`src/rtl/fetch_prefetch_unit.sv`:
```
// Instruction-fetch front end: PC generator, single-outstanding SRAM request port
// and a DEPTH-entry prefetch queue with valid/ready toward decode.
module fetch_prefetch_unit #(
    parameter int              DATA_W   = 32,
    parameter int              ADDR_W   = 32,
    parameter int              DEPTH    = 4,
    parameter logic [ADDR_W-1:0] RESET_PC = '0,
    parameter int              PC_STEP  = 4
) (
    input  logic                     clk,
    input  logic                     arst,
    input  logic                     enable,
    output logic [ADDR_W-1:0]        imem_addr,
    output logic                     imem_ren,
    input  logic [DATA_W-1:0]        imem_rdata,
    input  logic                     redirect,
    input  logic [ADDR_W-1:0]        redirect_pc,
    output logic                     id_valid,
    input  logic                     id_ready,
    output logic [DATA_W-1:0]        id_instr,
    output logic [ADDR_W-1:0]        id_pc_next,
    output logic [$clog2(DEPTH):0]   fill_level
);

    localparam int PTR_W = $clog2(DEPTH);
    localparam int CNT_W = PTR_W + 1;
    localparam int SUM_W = CNT_W + 1;

    typedef struct packed {
        logic [DATA_W-1:0] instr;
        logic [ADDR_W-1:0] pc_next;
    } entry_t;

    entry_t            q [DEPTH];
    logic [PTR_W-1:0]  rd_ptr, wr_ptr;
    logic [CNT_W-1:0]  count;
    logic [ADDR_W-1:0] fetch_pc, req_pc_next;
    logic              inflight, req_epoch, epoch;
    logic              issue, push, pop;

    // Credit includes the outstanding request so a response always has a slot.
    assign issue = enable & ~arst & ~redirect &
                   ((SUM_W'(count) + SUM_W'(inflight)) < SUM_W'(DEPTH));
    assign push  = inflight & (req_epoch == epoch);
    assign pop   = id_valid & id_ready;

    assign imem_ren   = issue;
    assign imem_addr  = fetch_pc;
    assign id_valid   = (count != '0);
    assign id_instr   = q[rd_ptr].instr;
    assign id_pc_next = q[rd_ptr].pc_next;
    assign fill_level = count;

    always_ff @(posedge clk or posedge arst) begin
        if (arst) begin
            fetch_pc    <= RESET_PC;
            req_pc_next <= '0;
            inflight    <= 1'b0;
            req_epoch   <= 1'b0;
            epoch       <= 1'b0;
            rd_ptr      <= '0;
            wr_ptr      <= '0;
            count       <= '0;
            for (int i = 0; i < DEPTH; i++) q[i] <= '0;
        end else if (redirect) begin
            // Flush everything; the epoch flip kills any response still on its way.
            fetch_pc <= redirect_pc;
            inflight <= 1'b0;
            epoch    <= ~epoch;
            rd_ptr   <= '0;
            wr_ptr   <= '0;
            count    <= '0;
        end else begin
            inflight <= issue;
            if (issue) begin
                fetch_pc    <= fetch_pc + ADDR_W'(PC_STEP);
                req_pc_next <= fetch_pc + ADDR_W'(PC_STEP);
                req_epoch   <= epoch;
            end
            if (push) begin
                q[wr_ptr] <= '{instr: imem_rdata, pc_next: req_pc_next};
                wr_ptr    <= wr_ptr + 1'b1;
            end
            if (pop) rd_ptr <= rd_ptr + 1'b1;
            count <= count + CNT_W'(push) - CNT_W'(pop);
        end
    end

    always_ff @(posedge clk) begin
        if (!arst) assert (count <= CNT_W'(DEPTH));
    end

endmodule

```
`config.mk`:
```
export PLATFORM = sky130hd
export DESIGN_NAME = fetch_prefetch_unit
export DESIGN_NICKNAME = d
export VERILOG_FILES = /design/src/rtl/fetch_prefetch_unit.sv
export SDC_FILE = /design/constraint.sdc
export NUM_CORES = 1
export LEC_CHECK = 0
export ABC_CLOCK_PERIOD_IN_PS = 9370
export BUFFER_PORTS_ARGS = -buffer_cell sky130_fd_sc_hd__buf_2
export CAP_MARGIN = 20
export CORE_MARGIN = 1.5
export CORE_UTILIZATION = 53
export CTS_CLUSTER_DIAMETER = 150
export DETAILED_ROUTE_END_ITERATION = 12
export PLACE_DENSITY = 0.72
export SYNTH_ARGS = -nofsm -noshare
export SYNTH_HDL_FRONTEND = slang
export SYNTH_SLANG_ARGS = --single-unit
```
`constraint.sdc`:
```
create_clock -name clk -period 9.37 [get_ports clk]
set_input_delay 0.937 -clock clk [delete_from_list [all_inputs] [get_ports clk]]
set_output_delay 0.937 -clock clk [all_outputs]
set_load 0.005 [all_outputs]
```
==> results of run 1 <==
[cell families after synthesis]
kind of cell / count (synthesis) / synth area share
adders and majority gates: 9 / 0.00803
muxes: 333 / 0.299
buffers and inverters: 76 / 0.0253
AOI/OAI and AO/OA: 56 / 0.0191
and+or+nand+nor: 174 / 0.0603
DFF: 330 / 0.552
xor gates and xnor gates: 63 / 0.0369
[per-layer routing]
metal,routed length [µm],vias up
li1,-,4083
met1,14200,4511
met2,14300,240
met3,1500,37
met4,497,0
met5,0,-
[cell type report]
type                    count  area (µm²)
fillers                  2227       10500
flip-flops and latches    330        8260
multi-input cells         635        6360
clock buffers              53        1090
repair buffers            178         946
well taps                 378         473
clock inverters            12         139
inverters                   8        33.8
[cells in the final DEF (no fill, tap or decap), types with 22 or more instances in the layout]
| cell type | count |
|---|---|
| sky130_fd_sc_hd__dfrtp_1 | 328 |
| sky130_fd_sc_hd__mux2_2 | 267 |
| sky130_fd_sc_hd__buf_2 | 169 |
| sky130_fd_sc_hd__nand2_1 | 71 |
| sky130_fd_sc_hd__mux4_2 | 64 |
| sky130_fd_sc_hd__o21ai_0 | 50 |
| sky130_fd_sc_hd__xor2_1 | 38 |
| sky130_fd_sc_hd__clkbuf_16 | 37 |
| sky130_fd_sc_hd__xnor2_1 | 25 |
| sky130_fd_sc_hd__nand4_1 | 22 |
[state kept, by name, indices dropped and copies added (netlist names)]
name,cells
rd_ptr,2
req_pc_next,32
req_epoch,1
epoch,1
imem_addr,32
wr_ptr,2
q,256
inflight,1
fill_level,3
[power breakdown]
| part | internal (µW) | switching [µW] | leakage, µW |
|---|---|---|---|
| registers | 1660 | 222 | 0.00441 |
| clock network | 887 | 550 | 0.000613 |
| logic | 545 | 365 | 0.00333 |
| total | 3090 | 1140 | 0.00835 |
[critical path, stage by stage, from the launching register on]
cell,delay (ns)
sky130_fd_sc_hd__dfrtp_1,0.44
sky130_fd_sc_hd__ha_1,0.23
sky130_fd_sc_hd__or3_1,0.30
sky130_fd_sc_hd__o211ai_1,0.12
sky130_fd_sc_hd__buf_4,0.36
sky130_fd_sc_hd__nand2_2,0.64
sky130_fd_sc_hd__inv_1,0.37
sky130_fd_sc_hd__buf_2,0.18
[through the flow]
stage	cell area (µm²)	hold slack (ns)	instances
2_1_floorplan	15000	0.474	1041
3_3_place_gp	16000	0.482	1528
3_5_place_dp	16000	0.488	1528
4_1_cts	17300	0.500	1593
5_1_grt	17300	0.508	1594
6_report	17300	0.498	1594
[final timing paths]
kind	startpoint	slack, ns	to	cells past startpoint
setup / recovery	fill_level[1]$_DFF_PP0_	5.27	imem_ren	7
hold / removal	q[72]$_DFFE_PP0P_	0.50	q[72]$_DFFE_PP0P_	1
setup reg to reg	fill_level[1]$_DFF_PP0_	6.40	req_pc_next[11]$_DFFE_PP0P_	7
hold reg to reg	q[72]$_DFFE_PP0P_	0.50	q[72]$_DFFE_PP0P_	1
max in group asynchronous	arst	7.18	rd_ptr[0]$_DFFE_PP0P_	4
min in group asynchronous	arst	0.69	imem_addr[14]$_DFFE_PP0P_	3
==> out/summary.log, run 1 <==
INFO  run_status     run_status=completed
INFO  routing        detail_route.first_pass.iterations=4
INFO  synthesis      synthesis.area=0.0150mm²
INFO  timing         relSlewSlack=0.276
INFO  synthesis      synth.most_common_cell=sky130_fd_sc_hd__dfrtp_1
INFO  cells_and_area layout-drive-gt1-share=0.482
INFO  die            fp.dieH=171µm
INFO  clocking       post_cts_hold_buffer_count=0
INFO  cells_and_area layout.nets=1268
INFO  grt            gr_util_all_layers=0.214
INFO  timing         worst_slew_pin_slew=1.09ns
INFO  timing         period_needed=4.10ns
INFO  grt            grt_antenna_before_repair=0
INFO  timing         finalCritPeriodShare=0.437
INFO  grt            most_used_routing_layer_in_global_routing=met2
INFO  die            placeableCoreArea=0.0278mm²
INFO  cells_and_area layout.core_utilization=0.623
INFO  timing         clock-skew-final=0.0149ns
INFO  critical_path  critPathKind=register to primary output
INFO  die            pin_count=170
INFO  routing        drt_drc_violations_left=0
INFO  grt            grt_max_degree=195
INFO  place          routabilityCongestion=0.922
INFO  clocking       cts_buffer_depth=3
INFO  grt            grt_pass1_vias=9068
INFO  routing        avgViaCountPerCell=5.57
INFO  die            die_width=171µm
INFO  clocking       cts.reportedPaths.clkPinSlew=0.06ns
INFO  routing        number_of_vias_in_the_routed_layout=8871
INFO  critical_path  timing.critical_path.arrival=3.16ns
INFO  min_path       worstHoldPathType=register to register
INFO  clocking       post-cts-setup-buffer-count=0
INFO  clocking       ctsHtreeMaxLevel=2
INFO  cells_and_area num_antenna_cells=0
INFO  routing        drt-total-wl=30500µm
INFO  synthesis      synth_nets=1119
INFO  clocking       clock_latency=0.51ns
INFO  job            max_cap_viol_count=0
INFO  clocking       clk_sink_count=330
INFO  grt            grt_pass1_wl=48800µm
INFO  clocking       cts_tree=built
INFO  clocking       cts_repair_resize_count=0
INFO  timing         timing_hold_violations_final=0
INFO  routing        post_drt_wl_per_cell=19.1µm
INFO  routing        route.antenna.remaining_nets=0
INFO  critical_path  worstSetupStartpointType=register
INFO  synthesis      synth.ff_latch_count=330
INFO  synthesis      ys_top_cells_by_area=sky130_fd_sc_hd__dfrtp_1 55%, sky130_fd_sc_hd__mux2_2 20%, sky130_fd_sc_hd__mux4_2 9.6%
INFO  place          numPortBuffers=169
INFO  grt            globalRouteMet2Util=0.344
INFO  pwr            p_total=4230µW
INFO  timing         finalSetupViolCount=0
INFO  timing         accumulated_negative_setup_slack=0ns
INFO  synthesis      synth_largest_type_area_fraction=0.552
INFO  synthesis      synth.distinct_cells=43
INFO  synthesis      synthCells=1041
INFO  timing         fmaxAchievable=0.244GHz
INFO  synthesis      ys_seq_area_frac=0.552
INFO  critical_path  endpoint_kind=primary output
INFO  synthesis      synthArstFlopShare=1.00
INFO  place          post-place-ws=5.52ns
INFO  cells_and_area areaGrowthSynthToFinish=15.6%
INFO  synthesis      synth_ff_type=sky130_fd_sc_hd__dfrtp_1
INFO  die            initial_core_util=0.539
INFO  critical_path  required_time_of_the_critical_path=8.43ns
INFO  synthesis      yosysTopAreaCell=sky130_fd_sc_hd__dfrtp_1
INFO  die            die-area=0.0292mm²
INFO  pwr            vdd_ir_drop_max=122µV
INFO  place          detailed_place_hpwl=18500µm
INFO  synthesis      synth_edf_count=0
INFO  routing        detailedRoute.firstIterationViolations=461
INFO  grt            globalRouteMet3Util=0.0379
INFO  clocking       cts.root.buffer_cell=sky130_fd_sc_hd__clkbuf_16
INFO  synthesis      ys_warn_count=0
INFO  pwr            cellPowerDensity=244mW/mm²
INFO  timing         finalWorstSetupSlack=5.27ns
INFO  timing         rsz_0062_raised_after_global_routing=no
INFO  grt            grt-ovfl-total=0
INFO  grt            grtUsageMet1=0.303
INFO  synthesis      post_synth.cell_area_avg=14.4µm²
INFO  die            rows=61
INFO  timing         slew_violations=0
INFO  synthesis      synth_common_cells=330 x sky130_fd_sc_hd__dfrtp_1, 267 x sky130_fd_sc_hd__mux2_2, 76 x sky130_fd_sc_hd__nand2_1
INFO  pwr            p_leak=0.00835µW
INFO  clocking       cts_buffers=37
INFO  critical_path  worst-path-max-fanout=57
Power figures use the tool's default switching activity.
==> run 2, diff against run 1 <==
--- a/config.mk
+++ b/config.mk
@@ -5,7 +5,7 @@
 export SDC_FILE = /design/constraint.sdc
 export NUM_CORES = 1
 export LEC_CHECK = 0
-export ABC_CLOCK_PERIOD_IN_PS = 9370
+export ABC_CLOCK_PERIOD_IN_PS = 3470
 export BUFFER_PORTS_ARGS = -buffer_cell sky130_fd_sc_hd__buf_2
 export CAP_MARGIN = 20
 export CORE_MARGIN = 1.5
==> constraint.sdc (replaced) <==
create_clock -name clk -period 3.47 [get_ports clk]
set_input_delay 0.347 -clock clk [delete_from_list [all_inputs] [get_ports clk]]
set_output_delay 0.347 -clock clk [all_outputs]
set_load 0.005 [all_outputs]
==> run 2 against run 1 <==
Effect of this change: sequential power grew to 2.7 times the previous value; via count rose by 1.1%; global-route usage rose by 0.43 points; sequential share of layout area is 0.19 points lower; design area rose by 0.40%; worst hold slack got worse by 0.47 ns; clock power rose to 2.5 times the previous value; power rose to 2.7 times the previous value; clock-buffer cell count down 3; wire length grew 0.60%; utilization is 0.25 points higher; non-clock buffer count increased by 11; critical path type unchanged; critical endpoint unchanged; highest routed layer unchanged.
==> out/summary.log, run 2 (same netlist as run 1, synthesis figures left out) <==
INFO  clocking       post-cts-setup-buffer-count=0
INFO  min_path       worstHoldPathType=primary input to register
INFO  grt            grt_pass1_wl=50000µm
INFO  min_path       hold-path-endpoint=imem_addr[9]$_DFFE_PP0P_
INFO  timing         fmaxAchievable=0.341GHz
INFO  die            pin_count=170
INFO  critical_path  worst-path-max-fanout=27
INFO  routing        detail_route.first_pass.iterations=4
INFO  cells_and_area num-fill-cells=2123
INFO  die            initial_core_util=0.539
INFO  timing         period_needed=2.93ns
INFO  die            fp.dieH=171µm
INFO  die            placeableCoreArea=0.0278mm²
INFO  critical_path  worst-r2r-cell-count=5
INFO  timing         clock-skew-final=0.0164ns
INFO  timing         finalSetupViolCount=0
INFO  clocking       ctsHtreeMaxLevel=2
INFO  place          routabilityCongestion=0.887
INFO  timing         finalCritPeriodShare=0.845
INFO  cells_and_area most-common-layout-cells=328 x sky130_fd_sc_hd__dfrtp_1, 267 x sky130_fd_sc_hd__mux2_2, 169 x sky130_fd_sc_hd__buf_2
INFO  clocking       cts_tree=built
INFO  clocking       cts.reportedPaths.clkPinSlew=0.06ns
INFO  cells_and_area layout.nets=1278
INFO  cells_and_area areaGrowthSynthToFinish=16.1%
INFO  routing        avgViaCountPerCell=5.62
INFO  pwr            power_report.internal_total=8180µW
INFO  clocking       clk_sink_count=330
INFO  grt            grt_pass1_vias=9326
INFO  cells_and_area layout.core_utilization=0.625
INFO  grt            grt_max_degree=86
INFO  routing        post_drt_wl_per_cell=19.2µm
INFO  grt            gr_util_all_layers=0.219
INFO  cells_and_area top_register=q
INFO  grt            grt-ovfl-total=0
INFO  clocking       cts_buffer_depth=3
INFO  pwr            vdd_ir_drop_max=320µV
INFO  timing         relSlewSlack=0.342
INFO  min_path       whs_path_depth=3
INFO  cells_and_area num_antenna_cells=0
INFO  pwr            cellPowerDensity=648mW/mm²
INFO  pwr            clock_power_share=0.325
INFO  grt            grt_antenna_before_repair=0
INFO  pwr            power.switching_fraction=0.274
INFO  critical_path  critPathKind=register to primary output
INFO  timing         finalWorstSetupSlack=0.536ns
INFO  clocking       cts_repair_resize_count=0
INFO  clocking       cts_buffers=36
INFO  routing        drt_drc_violations_left=0
INFO  die            die-area=0.0292mm²
INFO  routing        detailedRoute.firstIterationViolations=510
INFO  job            max_cap_viol_count=0
INFO  timing         rsz_0062_raised_after_global_routing=no
INFO  place          detailed_place_hpwl=19700µm
INFO  routing        number_of_vias_in_the_routed_layout=8973
INFO  critical_path  regToRegSetupSlack=0.95ns
INFO  critical_path  worstSetupStartpointType=register
INFO  place          numPortBuffers=169
INFO  clocking       cts.root.buffer_cell=sky130_fd_sc_hd__clkbuf_16
INFO  pwr            comb_power_share=0.229
INFO  place          place_inst=1539
INFO  die            die_width=171µm
INFO  timing         worst_slew_pin_slew=0.977ns
INFO  pwr            power.sequential.fraction=0.446
INFO  critical_path  worstReg2RegStart=imem_addr[4]$_DFFE_PP0P_
INFO  critical_path  timing.critical_path.arrival=2.59ns
INFO  pwr            total_switching_power=3090µW
INFO  place          post-place-ws=0.975ns
INFO  min_path       hold_path.startpoint=redirect_pc[9]
INFO  run_status     run_status=completed
INFO  critical_path  rr_endpoint=imem_addr[25]$_DFFE_PP0P_
INFO  cells_and_area layout-drive-gt1-share=0.483
INFO  die            rows=61
INFO  cells_and_area largest_register_ff_count=256
INFO  critical_path  required_time_of_the_critical_path=3.12ns
INFO  routing        drt-total-wl=30700µm
INFO  routing        route.antenna.remaining_nets=0
INFO  cells_and_area cell_count_final_fillers_out=1597
INFO  clocking       clock_latency=0.52ns
INFO  timing         accumulated_negative_setup_slack=0ns
INFO  cells_and_area commonest_non_fill_non_tap_cell_in_the_layout=sky130_fd_sc_hd__dfrtp_1
INFO  critical_path  endpoint_kind=primary output
INFO  timing         slew_violations=0
INFO  pwr            p_leak=0.00838µW
INFO  timing         timing_hold_violations_final=0
==> run 2: cell types whose count changed in the layout (fill, tap and decap cells not counted), moves of 2 or more <==
cell	delta
sky130_fd_sc_hd__clkbuf_8	-2
sky130_fd_sc_hd__buf_12	+8
sky130_fd_sc_hd__clkinv_2	-6
sky130_fd_sc_hd__bufinv_16	-2
sky130_fd_sc_hd__buf_4	+3
==> run 2: worst max-delay path, cell delays in order, from the launching register on <==
cell and delay, ns:
sky130_fd_sc_hd__dfrtp_1 0.46, sky130_fd_sc_hd__ha_1 0.25, sky130_fd_sc_hd__or3_1 0.31, sky130_fd_sc_hd__o211ai_1 0.23
sky130_fd_sc_hd__nand2_2 0.39, sky130_fd_sc_hd__inv_1 0.26, sky130_fd_sc_hd__buf_2 0.17
==> run 2: how the worst max path moves through the flow <==
stage                                   startpoint                        end  slack, ns
final                      fill_level[1]$_DFF_PP0_                   imem_ren       0.54
after global routing       fill_level[1]$_DFF_PP0_                   imem_ren       0.36
after CTS                  fill_level[1]$_DFF_PP0_                   imem_ren       0.52
after detailed placement  imem_addr[4]$_DFFE_PP0P_  imem_addr[25]$_DFFE_PP0P_       0.98
after global placement    imem_addr[5]$_DFFE_PP0P_  imem_addr[25]$_DFFE_PP0P_       0.99
after floorplan                               arst          epoch$_DFFE_PP0P_      -1.28
==> run 2: layout make-up <==
class,count,area [µm²],area share
clock buffers,50,1050,0.0607
clock inverters,7,73.8,0.00425
inverters,8,33.8,0.00194
multi-input cells,635,6360,0.366
flip-flops and latches,330,8260,0.476
well taps,378,473,0.0272
repair buffers,189,1110,0.0640
==> run 2: per-layer routing <==
layer	part of all wire	up-vias	GRT usage
met5	0	-	0
met2	0.47	224	0.349
met4	0.023	0	0.0725
li1	-	4095	-
met3	0.051	50	0.0375
met1	0.46	4604	0.306
==> run 2: metrics by stage <==
step / hold WS (ns) / area, µm² / power, µW
2_1_floorplan: 0.468 / 15000 / 6680
3_3_place_gp: 0.460 / 16200 / 7630
3_5_place_dp: 0.459 / 16200 / 7720
4_1_cts: 0.0192 / 17400 / 11400
5_1_grt: 0.0382 / 17400 / 11900
6_report: 0.0296 / 17400 / 11300
==> run 2: power groups by stage <==
stage / logic (µW) / registers [µW] / clock network (µW)
after floorplan: 1820 / 4860 / 0
after global placement: 2570 / 5060 / 0
after detailed placement: 2620 / 5100 / 0
after CTS: 2640 / 5030 / 3740
after global routing: 2840 / 5130 / 3900
final: 2580 / 5030 / 3660
==> run 2: timing repair <==
item                                   in CTS  in global routing
hold buffers                                1                  0
endpoints found under the hold margin      16                  0
setup endpoints to repair                   0                  0
==> run 3, diff against run 2 <==
--- a/config.mk
+++ b/config.mk
@@ -5,11 +5,11 @@
 export SDC_FILE = /design/constraint.sdc
 export NUM_CORES = 1
 export LEC_CHECK = 0
-export ABC_CLOCK_PERIOD_IN_PS = 3470
+export ABC_CLOCK_PERIOD_IN_PS = 2900
 export BUFFER_PORTS_ARGS = -buffer_cell sky130_fd_sc_hd__buf_2
 export CAP_MARGIN = 20
 export CORE_MARGIN = 1.5
-export CORE_UTILIZATION = 53
+export CORE_UTILIZATION = 55
 export CTS_CLUSTER_DIAMETER = 150
 export DETAILED_ROUTE_END_ITERATION = 12
 export PLACE_DENSITY = 0.72
==> constraint.sdc (replaced) <==
create_clock -name clk -period 2.9 [get_ports clk]
set_input_delay 0.29 -clock clk [delete_from_list [all_inputs] [get_ports clk]]
set_output_delay 0.29 -clock clk [all_outputs]
set_load 0.005 [all_outputs]
==> run 3 against run 2 <==
Effect of this change: sequential cell count unchanged; clock-buffer cell count is 12 higher; power is 26% higher; via count increased by 1.7%; critical endpoint unchanged; critical path type unchanged; first-iteration DRC count shrank 17%; sequential share of layout area down 1.3 points; largest cell class unchanged; design area increased by 2.8%.
==> out/summary.log, run 3 (same netlist as run 1, synthesis figures left out) <==
INFO  die            pin_count=170
INFO  pwr            clock_power_share=0.355
INFO  timing         hold-worst-slack=0.0218ns
INFO  critical_path  worst-path-max-fanout=8
INFO  clocking       cts.reportedPaths.clkPinSlew=0.06ns
INFO  routing        post_drt_wl_per_cell=19.2µm
INFO  grt            grt-ovfl-total=0
INFO  pwr            power_report.internal_total=10400µW
INFO  routing        detail_route.first_pass.iterations=4
INFO  timing         clock-skew-final=0.0201ns
INFO  pwr            total_switching_power=3750µW
INFO  critical_path  worst_path_max_delay_cell=sky130_fd_sc_hd__dfrtp_1
INFO  critical_path  slowest_delay=0.44ns
INFO  routing        drt-total-wl=31000µm
INFO  pwr            cellPowerDensity=793mW/mm²
INFO  die            fp.dieH=168µm
INFO  critical_path  timing.critical_path.arrival=2.35ns
INFO  run_status     run_status=completed
INFO  die            die_width=168µm
INFO  timing         finalCritPeriodShare=0.911
INFO  critical_path  worstSetupStartpointType=register
INFO  critical_path  endpoint_kind=primary output
INFO  timing         rsz_0062_raised_after_global_routing=no
INFO  clocking       clock_latency=0.52ns
INFO  grt            gr_util_all_layers=0.231
INFO  pwr            p_leak=0.00862µW
INFO  place          detailed_place_hpwl=19500µm
INFO  pwr            power.switching_fraction=0.265
INFO  place          routabilityCongestion=0.816
INFO  cells_and_area top_register=q
INFO  cells_and_area areaGrowthSynthToFinish=19.4%
INFO  cells_and_area commonest_non_fill_non_tap_cell_in_the_layout=sky130_fd_sc_hd__dfrtp_1
INFO  critical_path  required_time_of_the_critical_path=2.61ns
INFO  timing         finalSetupViolCount=0
INFO  min_path       worstHoldPathType=primary input to register
INFO  clocking       cts_buffers=38
INFO  timing         slew_violations=0
INFO  pwr            power.sequential.fraction=0.421
INFO  critical_path  regToRegSetupSlack=0.57ns
INFO  routing        route.antenna.remaining_nets=0
INFO  cells_and_area largest_register_ff_count=256
INFO  die            rows=60
INFO  routing        avgViaCountPerCell=5.66
INFO  die            initial_core_util=0.558
INFO  clocking       cts.root.buffer_cell=sky130_fd_sc_hd__clkbuf_16
INFO  cells_and_area layout-drive-gt1-share=0.476
INFO  pwr            vdd_ir_drop_max=505µV
INFO  grt            grt_antenna_before_repair=0
INFO  critical_path  timing.critical_path.cells=ha_1, or3_1, o211ai_1, nand2_2, inv_1, buf_2
INFO  job            max_cap_viol_count=0
INFO  timing         relSlewSlack=0.473
INFO  timing         finalWorstSetupSlack=0.257ns
INFO  pwr            comb_power_share=0.223
INFO  place          numPortBuffers=169
INFO  clocking       cts_buffer_depth=3
INFO  grt            grt_max_degree=102
INFO  timing         period_needed=2.64ns
INFO  critical_path  path_delay_family=simple AND/OR/NAND/NOR gates
INFO  cells_and_area post-route-cell-area=0.0179mm²
INFO  routing        detailedRoute.firstIterationViolations=425
INFO  timing         fmaxAchievable=0.378GHz
INFO  place          placement.cell_area=0.0162mm²
INFO  cells_and_area num_antenna_cells=0
INFO  clocking       clk_sink_count=330
INFO  routing        number_of_vias_in_the_routed_layout=9127
INFO  critical_path  timing.critical_path.buf_inv=2
INFO  cells_and_area layout.nets=1319
INFO  grt            grt_pass1_wl=51500µm
INFO  cells_and_area most-common-layout-cells=328 x sky130_fd_sc_hd__dfrtp_1, 267 x sky130_fd_sc_hd__mux2_2, 169 x sky130_fd_sc_hd__buf_2
INFO  die            placeableCoreArea=0.0268mm²
INFO  critical_path  critPathKind=register to primary output
INFO  clocking       ctsHtreeMaxLevel=2
INFO  die            die-area=0.0282mm²
INFO  timing         worst_slew_pin_slew=0.790ns
INFO  clocking       cts_tree=built
INFO  grt            grt_pass1_vias=9735
INFO  place          post-place-ws=0.594ns
INFO  timing         timing_hold_violations_final=0
INFO  timing         accumulated_negative_setup_slack=0ns
INFO  routing        drt_drc_violations_left=0
==> run 3: final timing paths <==
check                                   startpoint                        end  cells past startpoint
max                        fill_level[1]$_DFF_PP0_                   imem_ren                      6
max in group asynchronous                     arst          q[35]$_DFFE_PP0P_                      4
max reg2reg                fill_level[1]$_DFF_PP0_  imem_addr[25]$_DFFE_PP0P_                      7
min reg2reg                      q[71]$_DFFE_PP0P_          q[71]$_DFFE_PP0P_                      1
min in group asynchronous                     arst          q[78]$_DFFE_PP0P_                      3
min                                redirect_pc[25]  imem_addr[25]$_DFFE_PP0P_                      2
==> run 3: worst register-to-register path: cells and delay by family (launching register included) <==
family / cells / cell delay (ns)
xor gates and xnor gates: 1 / 0.17
DFF: 1 / 0.44
muxes: 1 / 0.27
buffers and inverters: 1 / 0.40
adders and majority gates: 1 / 0.24
AOI/OAI and AO/OA: 1 / 0.23
and+or+nand+nor: 2 / 0.47
==> run 3: power by group through the flow <==
stage	Sequential [µW]	Clock, µW	Combinational [µW]
after floorplan	5810	0	2180
after global placement	6010	0	3130
after detailed placement	6040	0	3190
after CTS	5970	5140	3230
after global routing	6080	5330	3480
final	5970	5030	3160
==> run 3: area by class of cell <==
type / instances / area, µm²
clock buffer: 62 / 1200
multi-input combinational: 635 / 6360
fill: 1964 / 8940
clock inverter: 8 / 146
sequential: 330 / 8260
tap: 341 / 427
timing repair buffer: 228 / 1430
inverter: 8 / 33.8
==> run 3: metal layers <==
metal | wire [µm] | part of all wire | GRT usage | vias to the layer above
met5 | 0 | 0 | 0 | -
met4 | 544 | 0.018 | 0.0595 | 0
met3 | 1480 | 0.048 | 0.0402 | 39
met2 | 15100 | 0.49 | 0.388 | 231
met1 | 13900 | 0.45 | 0.313 | 4667
li1 | - | - | - | 4190
==> run 3: metrics by stage <==
| stage | total power (µW) | util | cells |
|---|---|---|---|
| after global routing | 14900 | 0.667 | 1612 |
| after floorplan | 7990 | - | 1041 |
| final | 14200 | 0.667 | 1612 |
| after detailed placement | 9230 | 0.605 | 1511 |
| after CTS | 14300 | 0.667 | 1612 |
| after global placement | 9140 | 0.605 | 1511 |
==> run 3: what timing repair did <==
| item | 4_1_cts | 5_1_grt |
|---|---|---|
| endpoints found under the hold margin | 36 | 0 |
| hold buffers | 31 | 0 |
| buffers inserted | 0 | 0 |
| gates resized for setup | 0 | 0 |
